$ cat config.mk
export PLATFORM = sky130hd
export DESIGN_NAME = canny_seq_ctrl_flat
export DESIGN_NICKNAME = d
export VERILOG_FILES = /design/src/rtl/canny_pkg.sv /design/src/rtl/canny_seq_ctrl_if.sv /design/src/rtl/canny_addr_gen.sv /design/src/rtl/canny_seq_ctrl.sv /design/src/flat_wrapper.sv
export SDC_FILE = /design/constraint.sdc
export NUM_CORES = 1
export LEC_CHECK = 0
export ABC_AREA = 1
export BUFFER_PORTS_ARGS = -buffer_cell sky130_fd_sc_hd__buf_2
export CAP_MARGIN = 20
export CORE_UTILIZATION = 55
export CTS_CLUSTER_DIAMETER = 30
export DETAILED_ROUTE_END_ITERATION = 6
export GPL_TIMING_DRIVEN = 0
export MAX_ROUTING_LAYER = met4
export PLACE_DENSITY = 0.78
export SYNTH_ARGS = -nofsm -noshare
export SYNTH_HDL_FRONTEND = slang
export SYNTH_SLANG_ARGS = --single-unit
export TNS_END_PERCENT = 20
$ cat constraint.sdc
create_clock -name clk -period 2 [get_ports clk]
set_input_delay 0.4 -clock clk [delete_from_list [all_inputs] [get_ports clk]]
set_output_delay 0.4 -clock clk [all_outputs]
set_load 0.02 [all_outputs]
$ cat src/rtl/canny_pkg.sv
// Shared definitions for the Canny sequencer and its SRAM model.
// Contents: default image geometry, SRAM read latency default, FSM state
// encoding, and a helper that sizes counters.
package canny_pkg;

    // Default image geometry: 512x512 pixels, 8 pixels per 64-bit word.
    localparam int unsigned IMG_W             = 512;
    localparam int unsigned IMG_H             = 512;
    localparam int unsigned PX_PER_WORD       = 8;
    localparam int unsigned DEF_WORDS_PER_ROW = IMG_W / PX_PER_WORD;
    localparam int unsigned DEF_ROWS          = IMG_H;
    localparam int unsigned DEF_ROW_STEP      = 2;
    localparam int unsigned DEF_ADDR_W        = 20;
    localparam int unsigned DEF_SHIFT_CYCLES  = 2;
    localparam int unsigned DEF_GETNEXT_ROW   = 408;

    // SRAM read latency; the SRAM model uses this same value.
    localparam int unsigned DEF_RD_LAT        = 2;

    typedef enum logic [2:0] {
        StIdle,
        StFetch,
        StPop,
        StShift,
        StHold,
        StMult,
        StOut,
        StDone
    } seq_state_e;

    // Bits needed to hold 0..n-1; never less than one bit.
    function automatic int unsigned cnt_width(input int unsigned n);
        return (n > 1) ? $clog2(n) : 1;
    endfunction

endpackage

$ cat src/rtl/canny_seq_ctrl_if.sv
// Handshake bundle between the Canny sequencer and the datapath.
// master: sequencer side (takes startEn/out_ready, drives address, enables,
//         getNext, busy, frame_done).
// slave:  frame control / datapath side (mirror image of master).
interface canny_seq_ctrl_if
    import canny_pkg::*;
#(
    parameter int unsigned ADDR_W = DEF_ADDR_W
);
    logic              startEn;
    logic              out_ready;
    logic [ADDR_W-1:0] read_addr;
    logic              popBufferEn;
    logic              cannyShiftEn;
    logic              HoldEn;
    logic              startMultiplierEn;
    logic              outEn;
    logic              getNext;
    logic              busy;
    logic              frame_done;

    modport master (
        input  startEn, out_ready,
        output read_addr, popBufferEn, cannyShiftEn, HoldEn, startMultiplierEn,
               outEn, getNext, busy, frame_done
    );

    modport slave (
        output startEn, out_ready,
        input  read_addr, popBufferEn, cannyShiftEn, HoldEn, startMultiplierEn,
               outEn, getNext, busy, frame_done
    );
endinterface

$ cat src/rtl/canny_addr_gen.sv
// Row/column walker for the Canny sequencer.
// Ports:
//   clk, reset      - clock, asynchronous active-low reset
//   step_advance    - move to the next step (col+1, wrapping into row+ROW_STEP)
//   frame_clear     - restart at row 0, col 0
//   first_fetch     - high on the first FETCH cycle of a step
//   read_addr       - registered row*WORDS_PER_ROW + col
//   last_step       - current step is the final one of the frame
//   getnext_hit     - first_fetch on the step (GETNEXT_ROW, 0)
module canny_addr_gen
    import canny_pkg::*;
#(
    parameter int unsigned ADDR_W        = DEF_ADDR_W,
    parameter int unsigned WORDS_PER_ROW = DEF_WORDS_PER_ROW,
    parameter int unsigned ROWS          = DEF_ROWS,
    parameter int unsigned ROW_STEP      = DEF_ROW_STEP,
    parameter int unsigned GETNEXT_ROW   = DEF_GETNEXT_ROW
) (
    input  logic              clk,
    input  logic              reset,
    input  logic              step_advance,
    input  logic              frame_clear,
    input  logic              first_fetch,
    output logic [ADDR_W-1:0] read_addr,
    output logic              last_step,
    output logic              getnext_hit
);
    localparam int unsigned RowW = cnt_width(ROWS);
    localparam int unsigned ColW = cnt_width(WORDS_PER_ROW);
    localparam logic [RowW-1:0] RowLast = RowW'(ROWS - ROW_STEP);
    localparam logic [ColW-1:0] ColLast = ColW'(WORDS_PER_ROW - 1);
    localparam logic [RowW-1:0] RowGn   = RowW'(GETNEXT_ROW);

    if (64'(ROWS) * 64'(WORDS_PER_ROW) > (64'd1 << ADDR_W)) begin : g_addr_range_chk
        $error("ROWS*WORDS_PER_ROW does not fit in ADDR_W address bits");
    end
    if (GETNEXT_ROW >= ROWS || (GETNEXT_ROW % ROW_STEP) != 0) begin : g_getnext_chk
        $error("GETNEXT_ROW must be a multiple of ROW_STEP below ROWS");
    end

    logic [RowW-1:0]   row_q, row_d;
    logic [ColW-1:0]   col_q, col_d;
    logic [ADDR_W-1:0] addr_q, addr_d;

    always_comb begin
        row_d  = row_q;
        col_d  = col_q;
        addr_d = addr_q;
        if (frame_clear) begin
            row_d = '0;
            col_d = '0;
        end else if (step_advance) begin
            if (col_q == ColLast) begin
                col_d = '0;
                row_d = row_q + RowW'(ROW_STEP);
            end else begin
                col_d = col_q + ColW'(1);
            end
        end
        // Address only moves when a new step begins, so it is stable FETCH..OUT.
        if (frame_clear || step_advance) begin
            addr_d = ADDR_W'(row_d) * ADDR_W'(WORDS_PER_ROW) + ADDR_W'(col_d);
        end
    end

    always_ff @(posedge clk or negedge reset) begin
        if (!reset) begin
            row_q  <= '0;
            col_q  <= '0;
            addr_q <= '0;
        end else begin
            row_q  <= row_d;
            col_q  <= col_d;
            addr_q <= addr_d;
        end
    end

    assign read_addr   = addr_q;
    assign last_step   = (row_q == RowLast) && (col_q == ColLast);
    assign getnext_hit = first_fetch && (row_q == RowGn) && (col_q == '0);

endmodule

$ cat src/rtl/canny_seq_ctrl.sv
// Per-step sequencer for the Canny datapath. Walks the image in ROW_STEP row
// pairs, and for each word runs FETCH -> POP -> SHIFT -> HOLD -> MULT -> OUT,
// then DONE at the end of the frame.
// Ports:
//   clk    - clock
//   reset  - asynchronous active-low reset
//   bus    - master side of canny_seq_ctrl_if (startEn, out_ready in;
//            read_addr, stage enables, getNext, busy, frame_done out)
module canny_seq_ctrl
    import canny_pkg::*;
#(
    parameter int unsigned ADDR_W        = DEF_ADDR_W,
    parameter int unsigned WORDS_PER_ROW = DEF_WORDS_PER_ROW,
    parameter int unsigned ROWS          = DEF_ROWS,
    parameter int unsigned ROW_STEP      = DEF_ROW_STEP,
    parameter int unsigned RD_LAT        = DEF_RD_LAT,
    parameter int unsigned SHIFT_CYCLES  = DEF_SHIFT_CYCLES,
    parameter int unsigned GETNEXT_ROW   = DEF_GETNEXT_ROW
) (
    input logic              clk,
    input logic              reset,
    canny_seq_ctrl_if.master bus
);
    localparam int unsigned CntMax = (RD_LAT > SHIFT_CYCLES) ? RD_LAT : SHIFT_CYCLES;
    localparam int unsigned CntW   = cnt_width(CntMax);

    if (RD_LAT < 1 || SHIFT_CYCLES < 1) begin : g_lat_chk
        $error("RD_LAT and SHIFT_CYCLES must be at least 1");
    end

    seq_state_e      state_q, state_d;
    logic [CntW-1:0] cnt_q, cnt_d;
    logic            step_advance, frame_clear, first_fetch;
    logic            last_step, getnext_hit;

    canny_addr_gen #(
        .ADDR_W        (ADDR_W),
        .WORDS_PER_ROW (WORDS_PER_ROW),
        .ROWS          (ROWS),
        .ROW_STEP      (ROW_STEP),
        .GETNEXT_ROW   (GETNEXT_ROW)
    ) u_addr_gen (
        .clk          (clk),
        .reset        (reset),
        .step_advance (step_advance),
        .frame_clear  (frame_clear),
        .first_fetch  (first_fetch),
        .read_addr    (bus.read_addr),
        .last_step    (last_step),
        .getnext_hit  (getnext_hit)
    );

    always_comb begin
        state_d      = state_q;
        cnt_d        = cnt_q;
        step_advance = 1'b0;
        frame_clear  = 1'b0;
        unique case (state_q)
            StIdle: begin
                if (bus.startEn) begin
                    frame_clear = 1'b1;
                    cnt_d       = '0;
                    state_d     = StFetch;
                end
            end
            StFetch: begin
                if (cnt_q == CntW'(RD_LAT - 1)) begin
                    cnt_d   = '0;
                    state_d = StPop;
                end else begin
                    cnt_d = cnt_q + CntW'(1);
                end
            end
            StPop: begin
                cnt_d   = '0;
                state_d = StShift;
            end
            StShift: begin
                if (cnt_q == CntW'(SHIFT_CYCLES - 1)) begin
                    cnt_d   = '0;
                    state_d = StHold;
                end else begin
                    cnt_d = cnt_q + CntW'(1);
                end
            end
            StHold: state_d = StMult;
            StMult: state_d = StOut;
            StOut: begin
                if (bus.out_ready) begin
                    if (last_step) begin
                        state_d = StDone;
                    end else begin
                        step_advance = 1'b1;
                        cnt_d        = '0;
                        state_d      = StFetch;
                    end
                end
            end
            StDone:  state_d = StIdle;
            default: state_d = StIdle;
        endcase
    end

    always_ff @(posedge clk or negedge reset) begin
        if (!reset) begin
            state_q <= StIdle;
            cnt_q   <= '0;
        end else begin
            state_q <= state_d;
            cnt_q   <= cnt_d;
        end
    end

    // Only reachable once per step, so an OUT stall cannot re-fire getNext.
    assign first_fetch = (state_q == StFetch) && (cnt_q == '0);

    // Outputs decode the state register only; outEn alone sees out_ready.
    assign bus.popBufferEn       = (state_q == StPop);
    assign bus.cannyShiftEn      = (state_q == StShift) || (state_q == StHold);
    assign bus.HoldEn            = (state_q == StHold);
    assign bus.startMultiplierEn = (state_q == StMult);
    assign bus.outEn             = (state_q == StOut) && bus.out_ready;
    assign bus.getNext           = getnext_hit;
    assign bus.busy              = (state_q != StIdle);
    assign bus.frame_done        = (state_q == StDone);

endmodule

$ cat src/flat_wrapper.sv
// flat-port wrapper written by rule: the top's interface ports become plain ports
module canny_seq_ctrl_flat import canny_pkg::*;
#(
    parameter int unsigned ADDR_W        = DEF_ADDR_W,
    parameter int unsigned WORDS_PER_ROW = DEF_WORDS_PER_ROW,
    parameter int unsigned ROWS          = DEF_ROWS,
    parameter int unsigned ROW_STEP      = DEF_ROW_STEP,
    parameter int unsigned RD_LAT        = DEF_RD_LAT,
    parameter int unsigned SHIFT_CYCLES  = DEF_SHIFT_CYCLES,
    parameter int unsigned GETNEXT_ROW   = DEF_GETNEXT_ROW
)
  (clk, reset, bus_startEn, bus_out_ready, bus_read_addr, bus_popBufferEn, bus_cannyShiftEn, bus_HoldEn, bus_startMultiplierEn, bus_outEn, bus_getNext, bus_busy, bus_frame_done);
  canny_seq_ctrl_if #(.ADDR_W(ADDR_W)) bus_i ();
  input logic clk;
  input logic reset;
  input wire logic [$bits(bus_i.startEn)-1:0] bus_startEn;
  input wire logic [$bits(bus_i.out_ready)-1:0] bus_out_ready;
  output wire logic [$bits(bus_i.read_addr)-1:0] bus_read_addr;
  output wire logic [$bits(bus_i.popBufferEn)-1:0] bus_popBufferEn;
  output wire logic [$bits(bus_i.cannyShiftEn)-1:0] bus_cannyShiftEn;
  output wire logic [$bits(bus_i.HoldEn)-1:0] bus_HoldEn;
  output wire logic [$bits(bus_i.startMultiplierEn)-1:0] bus_startMultiplierEn;
  output wire logic [$bits(bus_i.outEn)-1:0] bus_outEn;
  output wire logic [$bits(bus_i.getNext)-1:0] bus_getNext;
  output wire logic [$bits(bus_i.busy)-1:0] bus_busy;
  output wire logic [$bits(bus_i.frame_done)-1:0] bus_frame_done;
  assign bus_i.startEn = bus_startEn;
  assign bus_i.out_ready = bus_out_ready;
  assign bus_read_addr = bus_i.read_addr;
  assign bus_popBufferEn = bus_i.popBufferEn;
  assign bus_cannyShiftEn = bus_i.cannyShiftEn;
  assign bus_HoldEn = bus_i.HoldEn;
  assign bus_startMultiplierEn = bus_i.startMultiplierEn;
  assign bus_outEn = bus_i.outEn;
  assign bus_getNext = bus_i.getNext;
  assign bus_busy = bus_i.busy;
  assign bus_frame_done = bus_i.frame_done;
  canny_seq_ctrl #(.ADDR_W(ADDR_W), .WORDS_PER_ROW(WORDS_PER_ROW), .ROWS(ROWS), .ROW_STEP(ROW_STEP), .RD_LAT(RD_LAT), .SHIFT_CYCLES(SHIFT_CYCLES), .GETNEXT_ROW(GETNEXT_ROW)) u_core (.clk(clk), .reset(reset), .bus(bus_i));
endmodule
# --- Word-level counts from Yosys, hierarchy flattened ---
# Cells that the tools add are included.
word_totals:
  ff_bits: 39
  latchBits: 0
  ramBits: 0
  mem_bits_ro: 0
  input_bits: 4
  out_inout_bits: 28
  wordCells: 61
  mem_count: 0
op_classes:
  addsub: 4
  mul: 0
  div: 0
  order_cmp: 0
  eq_ne: 15
  n_shift: 0
  muxes: 22
  bitwise_logic: 1
  n_reduce_logical: 14
ops:
  columns: ["cell", "n"]
  rows:
  - ["two-way mux 9 bit", 3]
  - ["case mux 3 bit (8 select lines)", 1]
  - ["equality test 9 bit (second input constant)", 2]
  - ["two-way mux 6 bit", 3]
  - ["adder 15 x 6 -> 16 bit", 1]
  - ["two-way mux 3 bit", 5]
  - ["equality test 3 bit (second input constant)", 4]
  - ["adder 9 x 2 -> 9 bit (second input constant)", 1]
  - ["two-way mux 1 bit", 9]
  - ["AND reduction 4 bit", 2]
  - ["adder 6 x 1 -> 6 bit (second input constant)", 1]
  - ["equality test 3 x 2 -> 1 bit (second input constant)", 2]
  - ["equality test 6 bit (second input constant)", 1]
  - ["zero test 6 bit", 1]
  - ["!= test 2 bit (second input constant)", 3]
  - ["logical AND 1 bit", 5]
  - ["!= test 2 x 1 -> 1 bit (second input constant)", 2]
  - ["case mux 1 bit (4 select lines)", 1]
  - ["nonzero test 4 bit", 1]
  - ["equality test 3 x 1 -> 1 bit (second input constant)", 1]
  - ["zero test 3 bit", 1]
  - ["nonzero test 3 bit", 1]
  - ["logical OR 1 bit", 2]
  - ["OR reduction 2 bit", 1]
  - ["2 further kinds", 2]

# --- Longest topological paths before layout ---
# Gate-level depths: netlist of the first run.
depth:
  depth_word: 8
  mapped_depth: 11
  depth_no_buf: 10

# --- Hierarchy ---
# A second synthesis of the first run with hierarchy kept.
hier_totals:
  cells_unflattened: 229
  area_unflattened_um2: 1790.5
modules_own_cells:
  columns: ["module", "instances", "cells_each", "area_each_um2", "seq_area_each_um2"]
  rows:
  - ["canny_addr_gen", 1, 179, 1478.9, 750.7]
  - ["canny_seq_ctrl", 1, 50, 311.5, 100.1]

# --- Least setup slack after synthesis of the first run ---
# Ideal clock, no wire load.
synth_path:
  kind: "reg-to-output"
  start: "register u_core.u_addr_gen.col_q[0]"
  end: "output port bus_getNext"
  arrival_time_ns: 1.479
  required_ns: 1.600
  setup_slack_ns: 0.121
  path_stages_with_launch: 7
  path_buffers: 0
  cell_sequence: "dfrtp_1 -> inv_1 -> ha_1 -> nand2_1 -> nor3_1 -> nand3_1 -> nor4_1"
synth_via:
  elab_chain_cells: 2
synth_lines:
  columns: ["item", "line_no", "text"]
  rows:
  - ["start, declared", "canny_addr_gen.sv:42", "logic [ColW-1:0] col_q, col_d;"]
  - ["start signal, assigned", "canny_addr_gen.sv:73", "col_q <= col_d;"]
  - ["zero test 6 bit", "canny_addr_gen.sv:80", "assign getnext_hit = first_fetch && (row_q == RowGn) && (col_q == '0);"]
  - ["logical AND 1 bit", "canny_addr_gen.sv:80", null]
  - ["end, declared", "flat_wrapper.sv:24", "output wire logic [$bits(bus_i.getNext)-1:0] bus_getNext;"]
# Every way passes these cells.

# --- Worst setup path after layout of the first run ---
layout_path:
  start: "register u_core.u_addr_gen.col_q[1]"
  end: "output port bus_getNext"
# Same word-level chain as after synthesis.

==> results.md, run 1 <==
- Final setup violation count: 1
- Final Max Slew Viols: 0
- Cts bufs inserted: 5
- Min-delay worst type: in2async
- Final period util: 103%
- Buf/Inv on CP: 2
- Delay-heaviest family, CP: simple AND/OR/NAND/NOR gates
- Clk slew on worst S/H paths: 0.10 ns
- TritonRoute pass-1 iters: 4
- Total core area: 3420 sq um
- Largest net degree at the start of global routing: 35
- H-tree depth: 2
- Most frequent cells in the layout: nand2_1 (81), dfrtp_1 (34), nor2_1 (27), buf_2 (27), inv_1 (21)
- IO Pins: 32
- Total GRT Usage: 26.5%
- GPL Wtd Cong: 0.919
- Initial antenna violation count: 0
- Status: complete, but fails checks
- Drt wl/cell: 12.6 um
- Post-Route Utilization: 67.1%
- Worst path required time: 1.60 ns
- Syn_area_per_cell: 7.66 sq um
- Worst skew pair latency: 0.34 ns
- DR iter-0 viols: 124
- Overflow after GRT: 0
- Share of layout cells above drive strength 1: 21.9%
- RSZ-0062 raised after global routing: yes
- Yosys cell types: 30
- Power Total: 2.26 mW
- FFs w/ async S/R, synth: 100%
- Worst-Margin Slew: 0.736 ns
- Worst setup SP type: flip-flop
- Peak VDD IR: 0.497 mV
- FMAX: 485 MHz
- CP Capture Type: output port
- Slew HR: 51.0%
- DRC: 0
- Max clock buf depth: 2
- Post-Syn Area: 2010 sq um
- Vias in the first global route: 1755
- Crit Path Class: reg2out
- Post-detail-place hpwl: 3.20 mm
- Ant diodes: 0
- Post-Syn Instances: 263
- Placed Cells: 339
- Clock Skew: 0.00832 ns
- Logic pwr share: 41.1%
- Main synth FF type: dfrtp_1
- Setup TNS Final: -0.0599 ns
- CP Cell Sequence: inv_1 -> ha_1 -> nand2_1 -> nor3_1 -> nand3_1 -> nor4_2 -> buf_2
- Post-Place Worst Slack: 0.140 ns
- R2R Path Start: u_core.u_addr_gen.col_q[0]$_DFF_PN0_
- Synth-to-Final Area Change: 13.7%
- Sink Count: 34
- Crit path largest cell delay: 0.41 ns
- Ys Warns: 0
- Crit-path max FO: 3
- Sequential power share: 43.2%
- Most common cell after layout, fill and taps aside: nand2_1
- Vias per inst: 5.19
- CP arrival: 1.66 ns
- Placed cell areas: 2220 sq um
- Net Sw Power: 0.981 mW
- #FFs+latches synth: 34
- CTS tree: yes
- Antenna-violating nets left: 0
- Maxcap violations: 0
- Failing checks: negative setup slack
- Clock power share: 15.7%
- Die Ht: 62.5 um
- Initial core utilization: 59.0%
- Final nets: 308
- PD cells: 987 nW/um^2
- Worst setup margin: -0.0599 ns
- PortBufs: 26
- Post-route cell area: 2290 sq um
- Fin cells: 347
- Fill cell total of the finished layout: 314
- Root Driver: clkbuf_4
- Hold Fails Final Rpt: 0
- Die Area: 3910 sq um
- Post-synth EDFFs: 0
- Die Wd: 62.5 um
- Vias: 1800
- Crit-path slowest cell: dfrtp_1
- Crit. Startpoint: u_core.u_addr_gen.col_q[1]$_DFF_PN0_
- FP Rows: 21
- First-pass GRT wire length: 7.86 mm
- Time the worst path needs with I/O delays and setup: 2.06 ns
- Int Pwr: 1.28 mW
- Fin Hold WS: 0.110 ns
- Sequential area share after synthesis: 42.2%
- Leak: 1.27 nW
- Total wire length: 4.36 mm
- Switching share of power: 43.4%
final timing paths:
kind                            cells after the start                                    endpoint  slack (ns)
worst max-delay path                                7                                 bus_getNext       -0.06
worst min-delay path                                1  u_core.u_addr_gen.read_addr[6]$_DFFE_PN0P_        0.11
worst max register to register                      8        u_core.u_addr_gen.col_q[1]$_DFF_PN0_        0.07
worst min register to register                      2  u_core.u_addr_gen.read_addr[5]$_DFFE_PN0P_        0.47
max in group asynchronous                           1        u_core.u_addr_gen.row_q[2]$_DFF_PN0_        1.42
min in group clk                                    4               u_core.state_q[2]$_DFFE_PN0P_        0.40
layout make-up:
type,count,area (sq um),area share (%)
plain buffers,11,87.6,3.82
clock buffers,5,37.5,1.64
clock inverters,2,10.0,0.437
inverters,26,97.6,4.26
multi-input cells,196,1010,44.2
flip-flops and latches,34,851,37.1
well taps,46,57.6,2.51
repair buffers,27,138,6.01
logic make-up after synthesis:
group / Yosys count / synth area share [%]
simple gates: 153 / 35.7
compound gates: 27 / 7.70
flops: 34 / 42.2
fa+ha+maj: 3 / 1.86
buf+inv: 37 / 8.88
xor+xnor: 8 / 3.48
other cells: 1 / 0.186
registers in the layout, summed over array words and instances (netlist names):
signal,count
u_core.cnt_q,1
u_core.state_q,3
u_core.u_addr_gen.col_q,6
u_core.u_addr_gen.read_addr,15
u_core.u_addr_gen.row_q,9
Yosys cell counts, types with 2 or more instances:
cell,number,share of area [%]
nor2_1,27,5.0
nor2_8,2,2.0
inv_2,4,0.75
o21ai_1,5,1.2
o2111ai_1,3,1.3
nor3_1,8,2.0
ha_1,3,1.9
nand2_2,5,1.6
a21oi_1,5,1.2
buf_6,2,1.1
or2_2,2,0.62
nand2_1,81,15
nor4_1,2,0.62
buf_4,6,2.2
o21ai_0,12,3.0
nand4_1,7,2.2
nor2_4,3,1.7
buf_2,2,0.50
dfrtp_1,34,42
nand3_1,13,3.2
xor2_1,7,3.0
inv_1,22,4.1
power groups by stage:
stage                     registers, mW  clock network [mW]  logic [mW]
after floorplan                    1.02                   0       0.611
after global placement            0.985                   0       0.886
after detailed placement          0.989                   0       0.899
after CTS                         0.973               0.370       0.926
after global routing              0.996               0.406        1.06
final                             0.977               0.355       0.930
what timing repair did:
item,in CTS,in global routing
pin swaps,0,1
gates cloned,0,0
endpoints found under the setup margin,1,14
resized for setup,2,4
setup buffers,1,0
hold buffers,0,0
per-layer routing:
metal | track usage [%] | up-vias | part of all wire (%)
met5 | - | - | 0
met4 | 11.3 | 0 | 2.6
met2 | 39.7 | 61 | 45
met3 | 6.02 | 10 | 7.1
met1 | 34.4 | 818 | 46
li1 | - | 911 | -
No activity file was read; power rests on OpenSTA's default activity.
==> run 2, diff against run 1 <==
- CTS_CLUSTER_DIAMETER: 30 -> 120
- clock period: 2 -> 2.2 ns (I/O delays scaled with it)
==> results.md, run 2 (synthesis gave the netlist of run 1 again) <==
- Fill cell total of the finished layout: 316
- Multi-input gate area: 1010 sq um
- DRC: 0
- Synth-to-Final Area Change: 13.1%
- Hold Fails Final Rpt: 0
- Crit-path max FO: 3
- PortBufs: 26
- Die Ht: 62.5 um
- Slew HR: 50.9%
- Final setup violation count: 0
- Cts bufs inserted: 5
- CP Capture Type: output port
- Initial antenna violation count: 0
- Worst skew pair latency: 0.34 ns
- Most used routing layer: met2
- Setup TNS Final: 0 ns
- Die Area: 3910 sq um
- Register Area: 851 sq um
- DR iter-0 viols: 133
- Post-Place Worst Slack: 0.340 ns
- Vias per inst: 5.16
- Total core area: 3420 sq um
- Logic pwr share: 40.9%
- FMAX: 473 MHz
- Worst setup SP type: flip-flop
- Min-delay worst type: in2async
- Fin cells: 347
- Max clock buf depth: 2
- Overflow after GRT: 0
- IO Pins: 32
- Die Wd: 62.5 um
- TritonRoute pass-1 iters: 4
- Ant diodes: 0
- Total GRT Usage: 26.4%
- Worst path required time: 1.76 ns
- Final nets: 308
- Share of layout cells above drive strength 1: 21.6%
- Drt wl/cell: 12.6 um
- Crit Path Class: reg2out
- RSZ-0062 raised after global routing: yes
- Net Sw Power: 0.884 mW
- CTS tree: yes
- Time the worst path needs with I/O delays and setup: 2.11 ns
- Int Pwr: 1.16 mW
- Max reg flops: 15
- Final Max Slew Viols: 0
- Met2 usage: 39.4%
- GPL Wtd Cong: 0.919
- Most common cell after layout, fill and taps aside: nand2_1
- Final period util: 96.1%
- Switching share of power: 43.2%
- Post-detail-place hpwl: 3.20 mm
- Status: complete, no violations
- Clock Skew: 0.00752 ns
- Placed Cells: 339
- CTS Hold Bufs: 0
- Clk slew on worst S/H paths: 0.10 ns
- Most frequent cells in the layout: nand2_1 (81), dfrtp_1 (34), buf_2 (28)
- Antenna-violating nets left: 0
- PD cells: 898 nW/um^2
- Met3 Resource Use GR: 6.02%
- CP arrival: 1.67 ns
- M1 GR Usage: 34.4%
- Fin Hold WS: 0.147 ns
- Sequential power share: 43.3%
- Largest net degree at the start of global routing: 35
- Vias: 1791
- Worst setup margin: 0.0852 ns
- Post-Route Utilization: 66.7%
- Crit-path slowest cell: dfrtp_1
- First-pass GRT wire length: 7.84 mm
- Maxcap violations: 0
- Worst-Margin Slew: 0.737 ns
- Leak: 1.26 nW
- Vias in the first global route: 1749
- CP Cell Sequence: inv_1 -> ha_1 -> nand2_1 -> nor3_1 -> nand3_1 -> nor4_2 -> buf_2
- Peak VDD IR: 0.428 mV
- Root Driver: clkbuf_4
- Crit path largest cell delay: 0.39 ns
- Total wire length: 4.36 mm
- H-tree depth: 2
- Clock power share: 15.9%
- Initial core utilization: 59.0%
- FP Rows: 21
- Sink Count: 34
-- run 2: cell count changes in the layout (fill, tap and decap cells not counted) --
| cell | previous run | this run |
|---|---|---|
| inv_2 | 5 | 4 |
| buf_6 | 3 | 2 |
| buf_2 | 27 | 28 |
| inv_1 | 21 | 22 |
| nor3_4 | 1 | 0 |
| nor3_2 | 0 | 1 |
-- run 2: final timing paths --
kind	from	end	slack (ns)	cells after the start
hold / removal	reset	u_core.u_addr_gen.read_addr[6]$_DFFE_PN0P_	0.15	1
min in group clk	bus_out_ready	u_core.state_q[2]$_DFFE_PN0P_	0.41	4
setup reg to reg	u_core.u_addr_gen.col_q[0]$_DFF_PN0_	u_core.u_addr_gen.read_addr[9]$_DFFE_PN0P_	0.23	10
setup / recovery	u_core.u_addr_gen.col_q[0]$_DFF_PN0_	bus_getNext	0.09	7
hold reg to reg	u_core.u_addr_gen.read_addr[5]$_DFFE_PN0P_	u_core.u_addr_gen.read_addr[5]$_DFFE_PN0P_	0.47	2
max in group asynchronous	reset	u_core.u_addr_gen.row_q[2]$_DFF_PN0_	1.59	1
-- run 2: routing by layer --
metal	routed length (um)	vias up
li1	-	912
met1	2000	809
met2	1950	59
met3	296	11
met4	113	0
met5	0	-
-- run 2: per-stage QoR --
| stage | cell area (sq um) | power (mW) |
|---|---|---|
| 6_report | 2280 | 2.05 |
| 5_1_grt | 2280 | 2.23 |
| 4_1_cts | 2270 | 2.05 |
| 3_5_place_dp | 2220 | 1.72 |
| 3_3_place_gp | 2220 | 1.70 |
| 2_1_floorplan | 2030 | 1.48 |
-- run 2: critical path, delay by kind of cell, from the launching register on --
kind,cells,cell delay [ns]
flip-flops,1,0.39
adder cells (fa/ha/maj),1,0.17
buffers and inverters,2,0.31
AND/OR/NAND/NOR,4,0.47
-- run 2: area by class of cell --
cell class / count / share of cell area (%)
Clock buffer: 5 / 1.65
Timing Repair Buffer: 27 / 6.04
Clock inverter: 2 / 0.439
Sequential cell: 34 / 37.3
Tap cell: 46 / 2.53
Multi-Input combinational cell: 196 / 44.2
Inverter: 26 / 4.28
Buffer: 11 / 3.57
-- run 2: power groups by stage --
stage          Sequential (mW)  Clock, mW  Combinational (mW)
6_report                 0.885      0.325               0.836
5_1_grt                  0.903      0.369               0.956
3_3_place_gp             0.895          0               0.806
4_1_cts                  0.887      0.336               0.825
3_5_place_dp             0.899          0               0.817
2_1_floorplan            0.930          0               0.555
-- run 2: what timing repair did --
action / in CTS / in global routing
cloned: 0 / 0
buffers inserted: 0 / 1
setup endpoints to repair: 1 / 1
gates resized for setup: 1 / 0
pin swaps: 0 / 0
==> run 3, diff against run 2 <==
- CAP_MARGIN: 20 -> not set
- REMOVE_ABC_BUFFERS: not set -> 1
==> results.md, run 3 (synthesis gave the netlist of run 1 again) <==
- Status: complete, no violations
- Worst skew pair latency: 0.36 ns
- Total GRT Usage: 24.9%
- Post-detail-place hpwl: 2.90 mm
- Fin cells: 336
- Worst setup path endpoint: bus_getNext
- CP Capture Type: output port
- R2R Path Start: u_core.state_q[2]$_DFFE_PN0P_
- Slew HR: 47.7%
- Max reg flops: 15
- Fill cell total of the finished layout: 303
- CTS Hold Bufs: 0
- Vias in the first global route: 1644
- Overflow after GRT: 0
- Setup slack, reg-to-reg: 0.14 ns
- Post-Route Utilization: 66.1%
- Final period util: 94.5%
- PD cells: 1010 nW/um^2
- Sink Count: 34
- GPL Wtd Cong: 0.898
- Crit-path max FO: 7
- Hold Fails Final Rpt: 0
- Met3 Resource Use GR: 6.02%
- Most frequent cells in the layout: nand2_1 (81), dfrtp_1 (34), nor2_1 (27)
- Crit Path Class: reg2out
- Peak VDD IR: 0.707 mV
- Largest net degree at the start of global routing: 35
- FMAX: 481 MHz
- Share of layout cells above drive strength 1: 19.3%
- Final setup violation count: 0
- PortBufs: 26
- Vias: 1744
- Die Ht: 62.5 um
- Worst-Margin Slew: 0.782 ns
- Die Area: 3910 sq um
- First-pass GRT wire length: 7.42 mm
- Reg2Reg Capture Point: u_core.u_addr_gen.col_q[3]$_DFF_PN0_
- Clk slew on worst S/H paths: 0.12 ns
- Worst setup SP type: flip-flop
- Post-CTS Setup Bufs: 0
- CTS tree: yes
- Root Driver: clkbuf_4
- Maxcap violations: 0
- Initial core utilization: 59.0%
- Cts bufs inserted: 5
- Placed Cells: 328
- Synth-to-Final Area Change: 12.1%
- Total core area: 3420 sq um
- Max clock buf depth: 2
- M1 GR Usage: 31.1%
- CP arrival: 1.64 ns
- Initial antenna violation count: 0
- Antenna-violating nets left: 0
- Met2 usage: 40.2%
- Clock Skew: 0.0186 ns
- Worst path required time: 1.76 ns
- RSZ-0062 raised after global routing: yes
- IO Pins: 32
- DR iter-0 viols: 120
- Crit. Startpoint: u_core.u_addr_gen.row_q[5]$_DFF_PN0_
- Worst R2R Path Depth: 6
- H-tree depth: 2
- DRC: 0
- Die Wd: 62.5 um
- # resized after CTS: 0
- Final Max Slew Viols: 0
- FP Rows: 21
- TritonRoute pass-1 iters: 4
- Min-delay worst type: in2async
- Most used routing layer: met2
- Leak: 1.23 nW
- Drt wl/cell: 12.7 um
- Vias per inst: 5.19
- Ant diodes: 0
- Most common cell after layout, fill and taps aside: nand2_1
- Final nets: 296
- Total wire length: 4.27 mm
- Time the worst path needs with I/O delays and setup: 2.08 ns
run 3: cell types whose count changed in the layout (fill, tap and decap cells not counted), sizes merged:
cell    previous run  this run
buf               37        26
bufinv             0         2
clkinv             2         0
run 3: power by group:
| group | switching [mW] | internal, mW |
|---|---|---|
| Sequential | 0.145 | 0.758 |
| Combinational | 0.525 | 0.253 |
| Clock | 0.226 | 0.385 |
| Total | 0.897 | 1.40 |
run 3: cell type report:
cell class / count / area [sq um] / share of cell area (%)
Clock inverter: 2 / 60.1 / 2.66
Sequential cell: 34 / 851 / 37.7
Multi-Input combinational cell: 196 / 1010 / 44.5
Tap cell: 46 / 57.6 / 2.55
Timing Repair Buffer: 26 / 133 / 5.87
Inverter: 26 / 100 / 4.43
Clock buffer: 6 / 51.3 / 2.27
run 3: critical path, stage by stage (launching register included):
cell and delay [ns]:
dfrtp_1 0.49, nor4_1 0.31, nand3_1 0.15, nor4_2 0.15, buf_4 0.18
run 3: worst min-delay path by stage:
stage | cells past startpoint | endpoint | start
detailed placement | 2 | u_core.u_addr_gen.read_addr[5]$_DFFE_PN0P_ | u_core.u_addr_gen.read_addr[5]$_DFFE_PN0P_
CTS | 1 | u_core.u_addr_gen.row_q[3]$_DFF_PN0_ | reset
global placement | 2 | u_core.u_addr_gen.read_addr[5]$_DFFE_PN0P_ | u_core.u_addr_gen.read_addr[5]$_DFFE_PN0P_
finish | 1 | u_core.u_addr_gen.row_q[3]$_DFF_PN0_ | reset
global route | 1 | u_core.u_addr_gen.row_q[3]$_DFF_PN0_ | reset
floorplan | 0 | u_core.cnt_q$_DFFE_PN0P_ | reset
run 3: through the flow:
step	power (mW)	hold slack (ns)	area (sq um)	TNS, ns	setup slack (ns)
3_3_place_gp	1.66	0.450	2140	0	0.116
6_report	2.29	0.139	2260	0	0.121
3_5_place_dp	1.68	0.454	2140	0	0.131
4_1_cts	2.29	0.163	2250	0	0.0296
5_1_grt	2.45	0.224	2260	-0.0187	-0.0147
2_1_floorplan	1.45	0.144	1950	0	0.281
run 3: metal layers:
metal / vias to the layer above / part of all wire, % / wire [um]
li1: 887 / - / -
met1: 820 / 45 / 1940
met2: 29 / 49 / 2080
met3: 8 / 4.4 / 186
met4: 0 / 1.5 / 64
met5: - / 0 / 0
